### config.mk
export PLATFORM = sky130hd
export DESIGN_NAME = dff_serial_tx_flat
export DESIGN_NICKNAME = d
export VERILOG_FILES = /design/src/rtl/dff_serial_tx_if.sv /design/src/rtl/dff_serial_tx.sv /design/src/flat_wrapper.sv
export SDC_FILE = /design/constraint.sdc
export NUM_CORES = 1
export LEC_CHECK = 0
export CAP_MARGIN = 20
export CORE_AREA = 2 2 46 48
export CTS_BUF_LIST = sky130_fd_sc_hd__clkbuf_4
export CTS_CLUSTER_SIZE = 25
export DETAILED_ROUTE_END_ITERATION = 6
export DIE_AREA = 0 0 48 50
export GPL_TIMING_DRIVEN = 1
export PLACE_DENSITY = 0.82
export SETUP_SLACK_MARGIN = 0.5
export SYNTH_ARGS = -nofsm -noshare
export SYNTH_HDL_FRONTEND = slang
export SYNTH_SLANG_ARGS = --single-unit
### constraint.sdc
create_clock -name clk -period 3.5 [get_ports clk]
set_input_delay 0.35 -clock clk [delete_from_list [all_inputs] [get_ports clk]]
set_output_delay 0.35 -clock clk [all_outputs]
set_load 0.05 [all_outputs]
### src/rtl/dff_serial_tx_if.sv
// Load handshake and serial line of the dff_serial_tx frame transmitter.
interface dff_serial_tx_if #(
    parameter int unsigned DATA_W = 8
);
    logic              load_valid;
    logic              load_ready;
    logic [DATA_W-1:0] load_data;
    logic              tx_sd;
    logic              tx_bit_start;
    logic              busy;

    // Word source side
    modport master (
        output load_valid,
        output load_data,
        input  load_ready,
        input  tx_sd,
        input  tx_bit_start,
        input  busy
    );

    // Transmitter side
    modport slave (
        input  load_valid,
        input  load_data,
        output load_ready,
        output tx_sd,
        output tx_bit_start,
        output busy
    );
endinterface

### src/rtl/dff_serial_tx.sv
// Parallel-in/serial-out frame transmitter: start(0), data LSB-first,
// optional even parity, stop(1); each bit held DIV clocks, line idles high.
// Define DFF_SERIAL_TX_PARITY_EN to insert the even-parity bit after the data.
module dff_serial_tx #(
    parameter int unsigned DATA_W = 8,
    parameter int unsigned DIV    = 4
) (
    input  logic             clk,
    input  logic             Rd,
    dff_serial_tx_if.slave   bus
);
    localparam int unsigned CNT_W = $clog2(DIV + 1);
    localparam int unsigned IDX_W = (DATA_W > 1) ? $clog2(DATA_W) : 1;
    localparam logic [CNT_W-1:0] CNT_LAST = CNT_W'(DIV - 1);
    localparam logic [IDX_W-1:0] IDX_LAST = IDX_W'(DATA_W - 1);

    typedef enum logic [2:0] {
        S_IDLE,
        S_START,
        S_DATA,
        S_PAR,
        S_STOP
    } state_t;

    state_t            state;
    logic [CNT_W-1:0]  bit_cnt;
    logic [IDX_W-1:0]  idx;
    logic [DATA_W-1:0] sreg;
    logic              tx_sd_q;
    logic              bit_start_q;
    logic              busy_q;
    logic              ready_q;
`ifdef DFF_SERIAL_TX_PARITY_EN
    logic              par_q;
`endif

    logic              bit_end;
    logic [DATA_W-1:0] sreg_shr;

    // Last clock of the current bit period, and the shift register after one shift
    assign bit_end  = (bit_cnt == CNT_LAST);
    assign sreg_shr = sreg >> 1;

    // Frame sequencer with registered line, strobe and handshake outputs
    always_ff @(posedge clk) begin
        if (Rd) begin
            state       <= S_IDLE;
            bit_cnt     <= '0;
            idx         <= '0;
            sreg        <= '0;
            tx_sd_q     <= 1'b1;
            bit_start_q <= 1'b0;
            busy_q      <= 1'b0;
            ready_q     <= 1'b1;
`ifdef DFF_SERIAL_TX_PARITY_EN
            par_q       <= 1'b0;
`endif
        end else begin
            bit_start_q <= 1'b0;
            case (state)
                S_IDLE: begin
                    if (bus.load_valid && ready_q) begin
                        state       <= S_START;
                        sreg        <= bus.load_data;
`ifdef DFF_SERIAL_TX_PARITY_EN
                        par_q       <= ^bus.load_data;
`endif
                        bit_cnt     <= '0;
                        tx_sd_q     <= 1'b0;
                        bit_start_q <= 1'b1;
                        busy_q      <= 1'b1;
                        ready_q     <= 1'b0;
                    end
                end
                S_START: begin
                    if (bit_end) begin
                        state       <= S_DATA;
                        bit_cnt     <= '0;
                        idx         <= '0;
                        tx_sd_q     <= sreg[0];
                        bit_start_q <= 1'b1;
                    end else begin
                        bit_cnt <= bit_cnt + CNT_W'(1);
                    end
                end
                S_DATA: begin
                    if (bit_end) begin
                        bit_cnt     <= '0;
                        bit_start_q <= 1'b1;
                        sreg        <= sreg_shr;
                        if (idx == IDX_LAST) begin
`ifdef DFF_SERIAL_TX_PARITY_EN
                            state   <= S_PAR;
                            tx_sd_q <= par_q;
`else
                            state   <= S_STOP;
                            tx_sd_q <= 1'b1;
`endif
                        end else begin
                            idx     <= idx + IDX_W'(1);
                            tx_sd_q <= sreg_shr[0];
                        end
                    end else begin
                        bit_cnt <= bit_cnt + CNT_W'(1);
                    end
                end
`ifdef DFF_SERIAL_TX_PARITY_EN
                S_PAR: begin
                    if (bit_end) begin
                        state       <= S_STOP;
                        bit_cnt     <= '0;
                        tx_sd_q     <= 1'b1;
                        bit_start_q <= 1'b1;
                    end else begin
                        bit_cnt <= bit_cnt + CNT_W'(1);
                    end
                end
`endif
                S_STOP: begin
                    if (bit_end) begin
                        state   <= S_IDLE;
                        bit_cnt <= '0;
                        tx_sd_q <= 1'b1;
                        busy_q  <= 1'b0;
                        ready_q <= 1'b1;
                    end else begin
                        bit_cnt <= bit_cnt + CNT_W'(1);
                    end
                end
                default: begin
                    state   <= S_IDLE;
                    bit_cnt <= '0;
                    tx_sd_q <= 1'b1;
                    busy_q  <= 1'b0;
                    ready_q <= 1'b1;
                end
            endcase
        end
    end

    // Outputs straight from flops
    assign bus.tx_sd        = tx_sd_q;
    assign bus.tx_bit_start = bit_start_q;
    assign bus.busy         = busy_q;
    assign bus.load_ready   = ready_q;
endmodule

### src/flat_wrapper.sv
// flat-port wrapper written by rule: the top's interface ports become plain ports
module dff_serial_tx_flat 
#(
    parameter int unsigned DATA_W = 8,
    parameter int unsigned DIV    = 4
)
  (clk, Rd, bus_load_valid, bus_load_data, bus_load_ready, bus_tx_sd, bus_tx_bit_start, bus_busy);
  dff_serial_tx_if #(.DATA_W(DATA_W)) bus_i ();
  input  logic clk;
  input  logic Rd;
  input wire logic [$bits(bus_i.load_valid)-1:0] bus_load_valid;
  input wire logic [$bits(bus_i.load_data)-1:0] bus_load_data;
  output wire logic [$bits(bus_i.load_ready)-1:0] bus_load_ready;
  output wire logic [$bits(bus_i.tx_sd)-1:0] bus_tx_sd;
  output wire logic [$bits(bus_i.tx_bit_start)-1:0] bus_tx_bit_start;
  output wire logic [$bits(bus_i.busy)-1:0] bus_busy;
  assign bus_i.load_valid = bus_load_valid;
  assign bus_i.load_data = bus_load_data;
  assign bus_load_ready = bus_i.load_ready;
  assign bus_tx_sd = bus_i.tx_sd;
  assign bus_tx_bit_start = bus_i.tx_bit_start;
  assign bus_busy = bus_i.busy;
  dff_serial_tx #(.DATA_W(DATA_W), .DIV(DIV)) u_core (.clk(clk), .Rd(Rd), .bus(bus_i));
endmodule
==> impl_metrics.yaml, run 1 <==
drt:
  vias: 843
  ant_nets: 0
  wire_per_inst_um: 12.8
  vias_per_cell: 5.51
  postRouteWirelength_mm: 1.96
  first_pass_iters: 4
  route.detailed.drc: 0
  dr.first_iter.drc_count: 22
floorplanning:
  start_util_pct: 57.7
  dieArea_sq_um: 2400
  die_h_um: 50
  num_rows: 16
  core-area_sq_um: 1900
  die_x_um: 48
  io_pins: 15
global_routing:
  grt_max_degree: 22
  antenna_found_initial: 0
  first_global_vias: 808
  gr-total-overflow: 0
  grt_pass1_wl_mm: 3.42
  globalRouteTotalUtil_pct: 19.6
sta:
  min_period_ns: 1.94
  tightest_slew_ns: 0.893
  drv_slew: 0
  setup-tns-final_ns: 0
  max_freq_mhz: 516
  clock-skew-final_ns: 0.00151
  report.final.setup_viol: 0
  fin_crit_sh_pct: 55.3
  slew_headroom_pct: 40.2
  finalHoldViolCount: 0
  rsz0062_at_grt: "no"
logic_synthesis:
  synth_fp_nets: 130
  yosys.area.top_type: "dfxtp_1"
  synthSimpleGateAreaFrac_pct: 20.6
  syn_area_sq_um: 1100
  synth_cell_types: 36
  yosys_most_used_dff: "dfxtp_1"
  synth_compound_area_share_pct: 21.6
  synth_area_leaders: "dfxtp_1, mux2i_1, nor2_1, nand2b_1, a211oi_2"
  yosys_warnings: 0
  synth-adder-area-share_pct: 3.42
  syn_inst: 116
  synth_mux_area_share_pct: 10.1
  synth_top_area_share_pct: 38.3
  synthArstFlopShare_pct: 0
  synthXorXnorAreaFrac_pct: 0.798
  yosysSeqAreaShare_pct: 38.3
  synth_top_family_by_area: "compound AO/OA/AOI/OAI gates"
  synth_seq_cells: 21
  synth_edf_count: 0
  avgSynthCellArea_sq_um: 9.46
critical_path:
  critPathMaxStageDelay_ns: 0.81
  path_delay_family: "simple AND/OR/NAND/NOR gates"
  crit_chain: "nor3b_2 -> mux2i_1 -> a211oi_2"
  critPathKind: "register to register"
  start_kind: "register"
  cp_max_fo: 13
  required_ns: 3.67
  endpoint_kind: "register"
  arrival_ns: 2.10
  cp_slowest_cell: "nor3b_2"
  cp_num_buf_inv: 0
flow_run:
  max_cap_violations: 0
power:
  power.net_switching_uw: 279
  p_int_uw: 454
  p_comb_share_pct: 40.5
  ir_drop_uv: 287
  sequentialPowerShare_pct: 43.9
  power_density_nw_per_um2: 588
  swShare_pct: 38.1
  power.total_uw: 733
  power.leakage_nw: 0.447
  pwr-share-clk_pct: 15.6
finish:
  finish.instance_area_sq_um: 1250
  final_net_count: 141
  final_cells: 153
  final_util_pct: 65.5
  antenna_cells: 0
  drive_above_1_share_pct: 10.3
  syn_to_final_growth_pct: 13.6
placed_design:
  place.gp.congestion: 0.800
  io_buffers: 14
  dp.cells: 149
  placed_cell_area_sq_um: 1220
  dp_hpwl_mm: 1.43
cts:
  cts_root_buf: "clkbuf_4"
  insertion_delay_ns: 0.30
  cts_buffers: 3
  cts_resized: 0
  postCtsSetupRepairBufs: 0
  cts_tree: "built"
  path_clk_slew_ns: 0.11
  cts-hold-fix-buffers: 0
  htree_num_levels: 1
  cts_buffer_depth: 2
  cts_sinks: 21
hold_path:
  hold_class: "register to register"
outcome:
  outcome: "finished clean"
## synthesized netlist by cell type, drive strengths merged (2+ instances only)
cell and count:
dfxtp 21, o21ai 4, clkbuf 2, nand2b 9, buf 6, a21oi 7, nand3 2, a211oi 9
mux2i 10, nor3 3, nor2 18, nand2 2, ha 3
## cell usage in the layout (no fill, tap or decap), types with 2 or more instances in the layout
| cell | n |
|---|---|
| a211oi_1 | 5 |
| a211oi_2 | 4 |
| a21oi_1 | 7 |
| clkbuf_4 | 3 |
| clkdlybuf4s50_1 | 14 |
| dfxtp_1 | 21 |
| ha_1 | 3 |
| mux2i_1 | 10 |
| nand2_1 | 2 |
| nand2b_1 | 9 |
| nand3_1 | 2 |
| nor2_1 | 18 |
| nor3_1 | 3 |
| o21ai_0 | 4 |
## routing by layer
metal  global-route usage [%]  share of wire (%)  vias to the layer above
met5                        0                  0                        -
met2                     30.7                 48                       20
met3                     3.66                3.2                        5
li1                         -                  -                      438
met4                     9.46                1.9                        0
met1                     24.7                 47                      380
## flip-flops by register name, summed over array words and instances (netlist names)
| register | count |
|---|---|
| u_core.bit_cnt | 3 |
| u_core.bus.busy | 1 |
| u_core.bus.load_ready | 1 |
| u_core.bus.tx_bit_start | 1 |
| u_core.bus.tx_sd | 1 |
| u_core.idx | 3 |
| u_core.sreg | 8 |
| u_core.state | 3 |
## worst paths after layout
| path | slack, ns | from | endpoint | depth (start not counted) |
|---|---|---|---|---|
| worst min-delay path | 0.49 | u_core.bus.busy$_SDFFE_PP0P_ | u_core.bus.busy$_SDFFE_PP0P_ | 1 |
| worst max register to register | 1.56 | u_core.state[1]$_SDFFE_PP0P_ | u_core.sreg[4]$_SDFFE_PP0P_ | 3 |
| worst min register to register | 0.49 | u_core.bus.busy$_SDFFE_PP0P_ | u_core.bus.busy$_SDFFE_PP0P_ | 1 |
| worst max-delay path | 1.56 | u_core.state[1]$_SDFFE_PP0P_ | u_core.sreg[4]$_SDFFE_PP0P_ | 3 |
## cell type report
class	count	area, sq um
clock buffers	3	22.5
clock inverters	1	5.00
fillers	161	656
inverters	1	3.75
multi-input cells	86	621
flip-flops and latches	21	420
well taps	27	33.8
repair buffers	14	140
## stage by stage
step                      worst slack (ns)  hold slack (ns)
after CTS                             1.52            0.489
after floorplan                       1.80            0.450
final                                 1.56            0.487
after detailed placement              1.56            0.465
after global routing                  1.39            0.506
after global placement                1.61            0.447
## worst register-to-register path, cell delays in order, from the launching register on
cell      delay, ns
dfxtp_1        0.57
nor3b_2        0.81
mux2i_1        0.33
a211oi_2       0.09
## power groups by stage
stage	Clock [mW]	Sequential [mW]	Combinational (mW)
global route	0.134	0.329	0.327
finish	0.114	0.321	0.297
detailed placement	0	0.327	0.297
global placement	0	0.324	0.290
floorplan	0	0.363	0.201
CTS	0.120	0.322	0.298
## kinds of logic (layout without fill, tap and decap cells)
kind of cell | Yosys count | count (layout)
buf+inv | 9 | 19
flops | 21 | 21
fa+ha+maj | 3 | 3
mux | 11 | 11
xor+xnor | 1 | 1
simple gates | 42 | 42
compound gates | 29 | 29
(Power assumes the default switching activity.)
==> inputs of run 2 (changes only) <==
--- a/config.mk
+++ b/config.mk
@@ -6,13 +6,13 @@
 export NUM_CORES = 1
 export LEC_CHECK = 0
 export CAP_MARGIN = 20
-export CORE_AREA = 2 2 46 48
+export CORE_AREA = 2 2 50 52
 export CTS_BUF_LIST = sky130_fd_sc_hd__clkbuf_4
 export CTS_CLUSTER_SIZE = 25
 export DETAILED_ROUTE_END_ITERATION = 6
-export DIE_AREA = 0 0 48 50
+export DIE_AREA = 0 0 52 54
 export GPL_TIMING_DRIVEN = 1
-export PLACE_DENSITY = 0.82
+export PLACE_DENSITY = 0.73
 export SETUP_SLACK_MARGIN = 0.5
 export SYNTH_ARGS = -nofsm -noshare
 export SYNTH_HDL_FRONTEND = slang
==> constraint.sdc (replaced) <==
create_clock -name clk -period 1.59 [get_ports clk]
set_input_delay 0.159 -clock clk [delete_from_list [all_inputs] [get_ports clk]]
set_output_delay 0.159 -clock clk [all_outputs]
set_load 0.05 [all_outputs]
==> impl_metrics.yaml, run 2 (synthesized netlist as in run 1, its figures left out) <==
finish:
  antenna_cells: 0
  fillCellCount: 167
  drive_above_1_share_pct: 49.7
  syn_to_final_growth_pct: 54.6
  final_net_count: 164
  finish.instance_area_sq_um: 1700
  top_register: "u_core.sreg"
  final_common_cell: "buf_4"
  multi_input_area_sq_um: 836
  final_cell_mix: "buf_4, dfxtp_1, nor2_1"
  largest_reg_flops: 8
  final-seq-area_sq_um: 435
power:
  p_int_mw: 1.31
  power.leakage_nw: 0.617
  sequentialPowerShare_pct: 34.7
  power_density_nw_per_um2: 1230
  pwr-share-clk_pct: 13.3
  power.net_switching_uw: 771
  p_comb_share_pct: 52.0
  swShare_pct: 37.0
  ir_drop_uv: 1070
  power.total_mw: 2.08
cts:
  cts_sinks: 21
  cts_buffers: 3
  cts_buffer_depth: 2
  path_clk_slew_ns: 0.12
  cts_root_buf: "clkbuf_4"
  cts_tree: "built"
  insertion_delay_ns: 0.31
  htree_num_levels: 1
sta:
  drv_slew: 0
  rsz0062_at_grt: "yes"
  fin_crit_sh_pct: 104
  finalHoldViolCount: 0
  tightest_slew_ns: 0.334
  report.final.setup_viol: 3
  clock-skew-final_ns: 0.00651
  slew_headroom_pct: 77.7
  setup-tns-final_ns: -0.182
  layout_setup_ws_ns: -0.0613
  min_period_ns: 1.65
  max_freq_mhz: 606
floorplanning:
  core-area_sq_um: 2320
  dieArea_sq_um: 2810
  start_util_pct: 47.3
  die_h_um: 54
  io_pins: 15
  die_x_um: 52
  num_rows: 18
drt:
  dr.first_iter.drc_count: 13
  vias_per_cell: 5.35
  first_pass_iters: 4
  postRouteWirelength_mm: 2.36
  vias: 958
  wire_per_inst_um: 13.2
  route.detailed.drc: 0
  ant_nets: 0
outcome:
  violations: "setup timing"
  outcome: "finished with violations"
global_routing:
  first_global_vias: 907
  gr-total-overflow: 0
  grt_max_degree: 12
  grt_pass1_wl_mm: 3.93
  globalRouteTotalUtil_pct: 19.2
  antenna_found_initial: 0
hold_path:
  hold_class: "register to register"
critical_path:
  start_kind: "register"
  arrival_ns: 1.85
  required_ns: 1.79
  endpoint_kind: "register"
  critPathKind: "register to register"
  cp_max_fo: 6
flow_run:
  max_cap_violations: 0
placed_design:
  io_buffers: 14
  place.gp.congestion: 0.830
  preCtsSetupSlack_ns: -0.0917
  dp_hpwl_mm: 1.67
  placed_cell_area_sq_um: 1490
[run 2: worst paths after layout]
| check | start | endpoint | slack, ns | cells past startpoint |
|---|---|---|---|---|
| max | u_core.idx[0]$_SDFFE_PP0P_ | u_core.idx[0]$_SDFFE_PP0P_ | -0.06 | 6 |
| min | u_core.bus.busy$_SDFFE_PP0P_ | u_core.bus.busy$_SDFFE_PP0P_ | 0.49 | 1 |
| max reg2reg | u_core.idx[0]$_SDFFE_PP0P_ | u_core.idx[0]$_SDFFE_PP0P_ | -0.06 | 6 |
| min reg2reg | u_core.bus.busy$_SDFFE_PP0P_ | u_core.bus.busy$_SDFFE_PP0P_ | 0.49 | 1 |
[run 2: metal layers]
metal | track usage (%) | part of all wire, % | routed length (um) | vias to the layer above
li1 | - | - | - | 485
met1 | 24.2 | 44 | 1030 | 457
met2 | 32.3 | 52 | 1220 | 12
met3 | 2.50 | 2.8 | 66 | 4
met4 | 9.21 | 1.9 | 44 | 0
met5 | 0 | 0 | 0 | -
[run 2: area by class of cell]
class / count / area share, %
flip-flops and latches: 21 / 25.7
repair buffers: 37 / 20.9
inverters: 1 / 0.221
multi-input cells: 86 / 49.3
clock buffers: 4 / 1.77
well taps: 30 / 2.21
[run 2: power groups by stage]
stage / clock (mW) / sequential [mW] / combinational [mW]
2_1_floorplan: 0 / 0.829 / 0.598
3_3_place_gp: 0 / 0.733 / 0.875
3_5_place_dp: 0 / 0.739 / 0.890
4_1_cts: 0.289 / 0.729 / 1.03
5_1_grt: 0.301 / 0.737 / 1.16
6_report: 0.277 / 0.724 / 1.08
[run 2: timing repair]
| action | CTS | global route |
|---|---|---|
| setup endpoints to repair | 21 | 21 |
| cloned | 1 | 0 |
| hold endpoints to repair | 0 | 0 |
| pin swaps | 13 | 5 |
| resized for setup | 17 | 7 |
| hold buffers | 0 | 0 |
| setup buffers | 6 | 3 |
[run 2: worst max-delay path, cell delays in order, from the launching register on]
cell,delay [ns]
dfxtp_2,0.35
ha_4,0.16
ha_4,0.15
or3b_4,0.39
a211oi_4,0.29
nand2b_1,0.15
a21oi_1,0.06
[run 2: stage by stage]
stage               instances  hold slack (ns)  util (%)
CTS                       176            0.486      71.3
global route              179            0.507      73.1
global placement          165            0.448      64.2
detailed placement        165            0.481      64.2
floorplan                 116            0.346         -
finish                    179            0.487      73.1
